<file path="src/rtl/cache_control.sv">
// Control FSM for a 2-way set-associative write-back cache: hit check, LRU update,
// victim writeback and line refill, plus saturating hit/miss/writeback counters.
package cache_control_pkg;
  typedef enum logic {addr_from_cpu = 1'b0, addr_from_array = 1'b1} addrmux_sel_t;
  typedef enum logic {data_from_cpu = 1'b0, data_from_memory = 1'b1} datamux_sel_t;
  typedef enum logic {spec_by_cpu = 1'b0, all_enable = 1'b1} benmux_sel_t;
  typedef enum logic {hit_id = 1'b0, lru_id = 1'b1} waymux_sel_t;
endpackage

module cache_control
  import cache_control_pkg::*;
#(
  parameter int CNT_W = 32
) (
  input  logic             clk,
  input  logic             rst,
  input  logic             mem_read,
  input  logic             mem_write,
  output logic             mem_resp,
  input  logic             hit,
  input  logic             dirty,
  output addrmux_sel_t     addrmux_sel,
  output datamux_sel_t     datamux_sel,
  output benmux_sel_t      benmux_sel,
  output waymux_sel_t      waymux_sel,
  output logic             data_write,
  output logic             tag_write,
  output logic             valid_write,
  output logic             lru_write,
  output logic             dirty_write,
  output logic             dirty_val,
  output logic             pmem_read,
  output logic             pmem_write,
  input  logic             pmem_resp,
  output logic [CNT_W-1:0] hit_count,
  output logic [CNT_W-1:0] miss_count,
  output logic [CNT_W-1:0] wb_count
);

  typedef enum logic [1:0] {
    IDLE      = 2'd0,
    COMPARE   = 2'd1,
    WRITEBACK = 2'd2,
    ALLOCATE  = 2'd3
  } state_t;

  state_t           state_r;
  state_t           next_state_s;
  logic             refill_r;
  logic [CNT_W-1:0] hit_cnt_r;
  logic [CNT_W-1:0] miss_cnt_r;
  logic [CNT_W-1:0] wb_cnt_r;
  logic             hit_evt_s;
  logic             miss_evt_s;
  logic             wb_evt_s;

  function automatic logic [CNT_W-1:0] sat_inc(input logic [CNT_W-1:0] v);
    if (&v) begin
      return v;
    end else begin
      return v + {{(CNT_W-1){1'b0}}, 1'b1};
    end
  endfunction

  // Only the first COMPARE of a request is an event; the post-refill COMPARE is not.
  assign hit_evt_s  = (state_r == COMPARE) && hit && !refill_r;
  assign miss_evt_s = (state_r == COMPARE) && !hit && !refill_r;
  assign wb_evt_s   = (state_r == WRITEBACK) && pmem_resp;

  // State register
  always_ff @(posedge clk) begin
    if (rst) begin
      state_r <= IDLE;
    end else begin
      state_r <= next_state_s;
    end
  end

  // Refill flag marks the COMPARE that follows an ALLOCATE
  always_ff @(posedge clk) begin
    if (rst) begin
      refill_r <= 1'b0;
    end else if (next_state_s == IDLE) begin
      refill_r <= 1'b0;
    end else if ((state_r == ALLOCATE) && pmem_resp) begin
      refill_r <= 1'b1;
    end else begin
      refill_r <= refill_r;
    end
  end

  // Saturating performance counters
  always_ff @(posedge clk) begin
    if (rst) begin
      hit_cnt_r  <= {CNT_W{1'b0}};
      miss_cnt_r <= {CNT_W{1'b0}};
      wb_cnt_r   <= {CNT_W{1'b0}};
    end else begin
      hit_cnt_r  <= hit_evt_s  ? sat_inc(hit_cnt_r)  : hit_cnt_r;
      miss_cnt_r <= miss_evt_s ? sat_inc(miss_cnt_r) : miss_cnt_r;
      wb_cnt_r   <= wb_evt_s   ? sat_inc(wb_cnt_r)   : wb_cnt_r;
    end
  end

  assign hit_count  = hit_cnt_r;
  assign miss_count = miss_cnt_r;
  assign wb_count   = wb_cnt_r;

  // Next-state and datapath control decode
  always_comb begin
    next_state_s = state_r;
    addrmux_sel  = addr_from_cpu;
    datamux_sel  = data_from_cpu;
    benmux_sel   = spec_by_cpu;
    waymux_sel   = hit_id;
    data_write   = 1'b0;
    tag_write    = 1'b0;
    valid_write  = 1'b0;
    lru_write    = 1'b0;
    dirty_write  = 1'b0;
    dirty_val    = 1'b0;
    pmem_read    = 1'b0;
    pmem_write   = 1'b0;
    mem_resp     = 1'b0;
    case (state_r)
      IDLE: begin
        if (mem_read || mem_write) begin
          next_state_s = COMPARE;
        end else begin
          next_state_s = IDLE;
        end
      end
      COMPARE: begin
        if (hit) begin
          mem_resp     = 1'b1;
          lru_write    = 1'b1;
          waymux_sel   = hit_id;
          next_state_s = IDLE;
          if (mem_write) begin
            data_write  = 1'b1;
            datamux_sel = data_from_cpu;
            benmux_sel  = spec_by_cpu;
            dirty_write = 1'b1;
            dirty_val   = 1'b1;
          end else begin
            data_write  = 1'b0;
          end
        end else begin
          // Point at the victim so the dirty input describes the line to evict.
          waymux_sel = lru_id;
          if (dirty) begin
            next_state_s = WRITEBACK;
          end else begin
            next_state_s = ALLOCATE;
          end
        end
      end
      WRITEBACK: begin
        pmem_write  = 1'b1;
        addrmux_sel = addr_from_array;
        waymux_sel  = lru_id;
        if (pmem_resp) begin
          next_state_s = ALLOCATE;
        end else begin
          next_state_s = WRITEBACK;
        end
      end
      ALLOCATE: begin
        pmem_read   = 1'b1;
        addrmux_sel = addr_from_cpu;
        waymux_sel  = lru_id;
        if (pmem_resp) begin
          data_write   = 1'b1;
          datamux_sel  = data_from_memory;
          benmux_sel   = all_enable;
          tag_write    = 1'b1;
          valid_write  = 1'b1;
          dirty_write  = 1'b1;
          dirty_val    = 1'b0;
          next_state_s = COMPARE;
        end else begin
          next_state_s = ALLOCATE;
        end
      end
      default: begin
        next_state_s = IDLE;
      end
    endcase
  end

endmodule

</file>
<file path="config.mk">
export PLATFORM = sky130hd
export DESIGN_NAME = cache_control
export DESIGN_NICKNAME = d
export VERILOG_FILES = /design/src/rtl/cache_control.sv
export SDC_FILE = /design/constraint.sdc
export NUM_CORES = 1
export LEC_CHECK = 0
export ABC_AREA = 1
export BUFFER_PORTS_ARGS = -buffer_cell sky130_fd_sc_hd__buf_2
export CORE_UTILIZATION = 40
export CTS_BUF_LIST = sky130_fd_sc_hd__clkbuf_8
export DETAILED_ROUTE_END_ITERATION = 6
export GPL_TIMING_DRIVEN = 1
export SLEW_MARGIN = 5
export SYNTH_ARGS = -nofsm -noshare
export SYNTH_HDL_FRONTEND = slang
export SYNTH_SLANG_ARGS = --single-unit
export TNS_END_PERCENT = 1
</file>
<file path="constraint.sdc">
create_clock -name clk -period 1.6 [get_ports clk]
set_input_delay 0.48 -clock clk [delete_from_list [all_inputs] [get_ports clk]]
set_output_delay 0.48 -clock clk [all_outputs]
set_load 0.02 [all_outputs]
</file>
==> flow_metrics.tcl <==
set metrics [dict create \
    status "complete, but fails checks" \
    violations "design-rule violations, negative setup slack" \
    grt_pass1_vias 6382 \
    overflow 0 \
    r2r_start "state_r[1]" \
    drc 6 \
    grt_usage 0.2503 \
    cpMostUsedCell "buf_4" \
    rows 44 \
    die_h_um 125.3 \
    synth.avg_cell_area_um2 5.993 \
    drtIter0Drc 433 \
    nNetsFinal 1260 \
    fp.dieW_um 125.3 \
    critPathRequiredTime_ns 1.12 \
    p_per_area_mw_per_mm2 552.0 \
    worstHoldPathCells 4 \
    finalHoldViolCount 0 \
    drv_cap 0 \
    path_cells "nand2_2 -> nor2_4 -> buf_4 -> buf_4" \
    fin_ws_ns -0.1320 \
    gp_congestion 0.9260 \
    cts_tree "done" \
    floorplan.initialDensity 0.4139 \
    layout-drive-gt1-share 0.3139 \
    final_core_util 0.5741 \
    synth_cell_type_count 31 \
    critPathTopFamily "flip-flops" \
    whs_endpoint "state_r[0]" \
    cts_sinks 99 \
    ir_worst_vdd_mv 0.5918 \
    dp_hpwl_um 14800 \
    skew_ns 0.01921 \
    crit_path_end_kind "output port" \
    syn_area_mm2 0.006083 \
    synth.top_cell.area_share 0.3258 \
    syn_nets 1025 \
    holdWs_ns 0.4287 \
    yosysSeqAreaShare 0.3258 \
    rsz0062_at_grt "true" \
    cp.arrival_ns 1.25 \
    cp_slowest_cell "dfxtp_4" \
    ios 116 \
    worstSetupStartpointType "flip-flop" \
    insertion_delay_ns 0.39 \
    synthCells 1015 \
    synth.most_common_cell "nand2_1" \
    cts_buffer_depth 2 \
    reg2regPathDepth 9 \
    hp-start "dirty" \
    grt_max_degree 53 \
    synthArstFlopShare 0 \
    cts_buffers 9 \
    dpl_cell_area_mm2 0.007819 \
    grt_pass1_wl_um 31520 \
    crit_path_max_incr_delay_ns 0.39 \
    drt-total-wl_um 19220 \
    clk_pin_slew_ns 0.09 \
    fmax_mhz 577.4 \
    synth-edff-count 0 \
    critPathBufInv 2 \
    synth_commonest_cells "nand2_1, nor2_1, nand3_1" \
    yosys.area.top_type "dfxtp_1" \
    timing.max_slew.rel_slack 0.7869 \
    synth_warnings 0 \
    netlist_top_cells_area "dfxtp_1, nand2_1, nor2_1" \
    leakage_nw 3.835 \
    area_growth_pct 38.73 \
    htree_levels 3 \
    final-max-slew-violation-count 0 \
    vias_per_cell 4.912 \
    cts.root.buffer_cell "clkbuf_8" \
    drtAntennaViolNets 0 \
    finalSetupViolCount 19 \
    portBuffers 115 \
    finalCriticalPeriod_ns 1.732 \
    core_area_mm2 0.01470 \
    n_antenna_cell 0 \
    ys.flop_type "dfxtp_1" \
    dr.pass1.iters 7 \
    report.power.total_mw 4.658 \
    post-route-period-util 1.082 \
    r2r_slack_ns -0.03 \
    max_slew.worst_pin.slew_ns 0.3187 \
    fp.dieArea_mm2 0.01571 \
    reg2reg_to "hit_count[18]" \
    crit_path_max_fanout 4 \
    detail_route.wl_per_cell_um 13.36 \
    num_vias 7069 \
    grt_antenna_before_repair 0 \
    path_class "flip-flop to output port" \
    min_path_type "primary input to flip-flop" \
    final_area_mm2 0.008439 \
    ys_ff_latch 99 \
]
## worst max-delay path by stage
| stage | startpoint | to | slack [ns] | cells past startpoint |
|---|---|---|---|---|
| floorplan | hit_count[1] | hit_count[16] | -0.02 | 9 |
| global placement | miss_count[0] | miss_count[30] | -0.1 | 11 |
| detailed placement | hit | hit_count[18] | -0.12 | 8 |
| CTS | state_r[0] | data_write | -0.16 | 5 |
| global route | state_r[1] | dirty_write | -0.21 | 4 |
| finish | state_r[0] | valid_write | -0.13 | 4 |
## final cells by class
type                            count  area (µm²)
Fill cell                        1523        6260
Multi-Input combinational cell    779        3806
Sequential cell                    99        2028
Timing Repair Buffer              253        1757
Inverter                          108       412.9
Tap cell                          184       230.2
Clock buffer                       11       151.4
Clock inverter                      5       53.80
## per-stage QoR
| step | std cells | TNS [ns] | worst slack (ns) |
|---|---|---|---|
| floorplan | 1015 | -0.1018 | -0.01615 |
| global placement | 1418 | -1.601 | -0.09604 |
| detailed placement | 1418 | -2.377 | -0.1202 |
| CTS | 1438 | -2.153 | -0.1566 |
| global route | 1439 | -5.335 | -0.2117 |
| finish | 1439 | -1.325 | -0.1320 |
## state kept, by name, summed over array words and instances, names as in the netlist
signal	count
state_r	2
hit_count	32
wb_count	32
miss_count	32
refill_r	1
## routing by layer
metal / track usage / up-vias / share of wire
li1: - / 3688 / -
met1: 0.3227 / 3190 / 0.46
met2: 0.4321 / 175 / 0.49
met3: 0.04835 / 16 / 0.048
met4: 0.05452 / 0 / 0.011
met5: 0 / - / 0
## tightest hold or removal path: stages
cell and delay (ns):
buf_2 0.08, o221ai_1 0.10, nand2_1 0.08, inv_1 0.04
## power by group
part / switching, mW / internal [mW]
Sequential: 0.0227 / 2.48
Combinational: 0.249 / 0.170
Clock: 0.933 / 0.802
Total: 1.21 / 3.45
## layout by cell type (no fill, tap or decap), types with 3 or more instances in the layout
master and n:
nand2_1 258, nor2_1 206, buf_4 135, buf_2 102
nand3_1 101, inv_1 96, dfxtp_1 74, a21oi_1 61
nor2_2 30, nand4_1 27, nor2_4 20, dfxtp_2 19
nand2_2 12, inv_2 12, clkbuf_8 11, nor3_1 10
buf_6 10, o21ai_0 7, nand2_4 7, nand3_2 6
dfxtp_4 6, buf_12 6, xor2_1 5, and2_1 4
a31oi_1 4, nor3_2 3, xnor2_1 3, ha_4 3
## kinds of logic after synthesis
| group | Yosys count | synth area share |
|---|---|---|
| buffers and inverters | 137 | 0.09955 |
| adder cells (fa/ha/maj) | 3 | 0.006171 |
| XOR/XNOR | 8 | 0.01152 |
| AND/OR/NAND/NOR | 691 | 0.4918 |
| AO/OA/AOI/OAI | 77 | 0.06520 |
| flip-flops | 99 | 0.3258 |
## repair_timing
action / CTS / global route
endpoints found under the setup margin: 69 / 114
gates resized for setup: 43 / 84
pin swaps: 6 / 11
hold buffers: 0 / 0
buffers inserted: 4 / 1
Note: power is estimated with default switching activity, not from simulation.
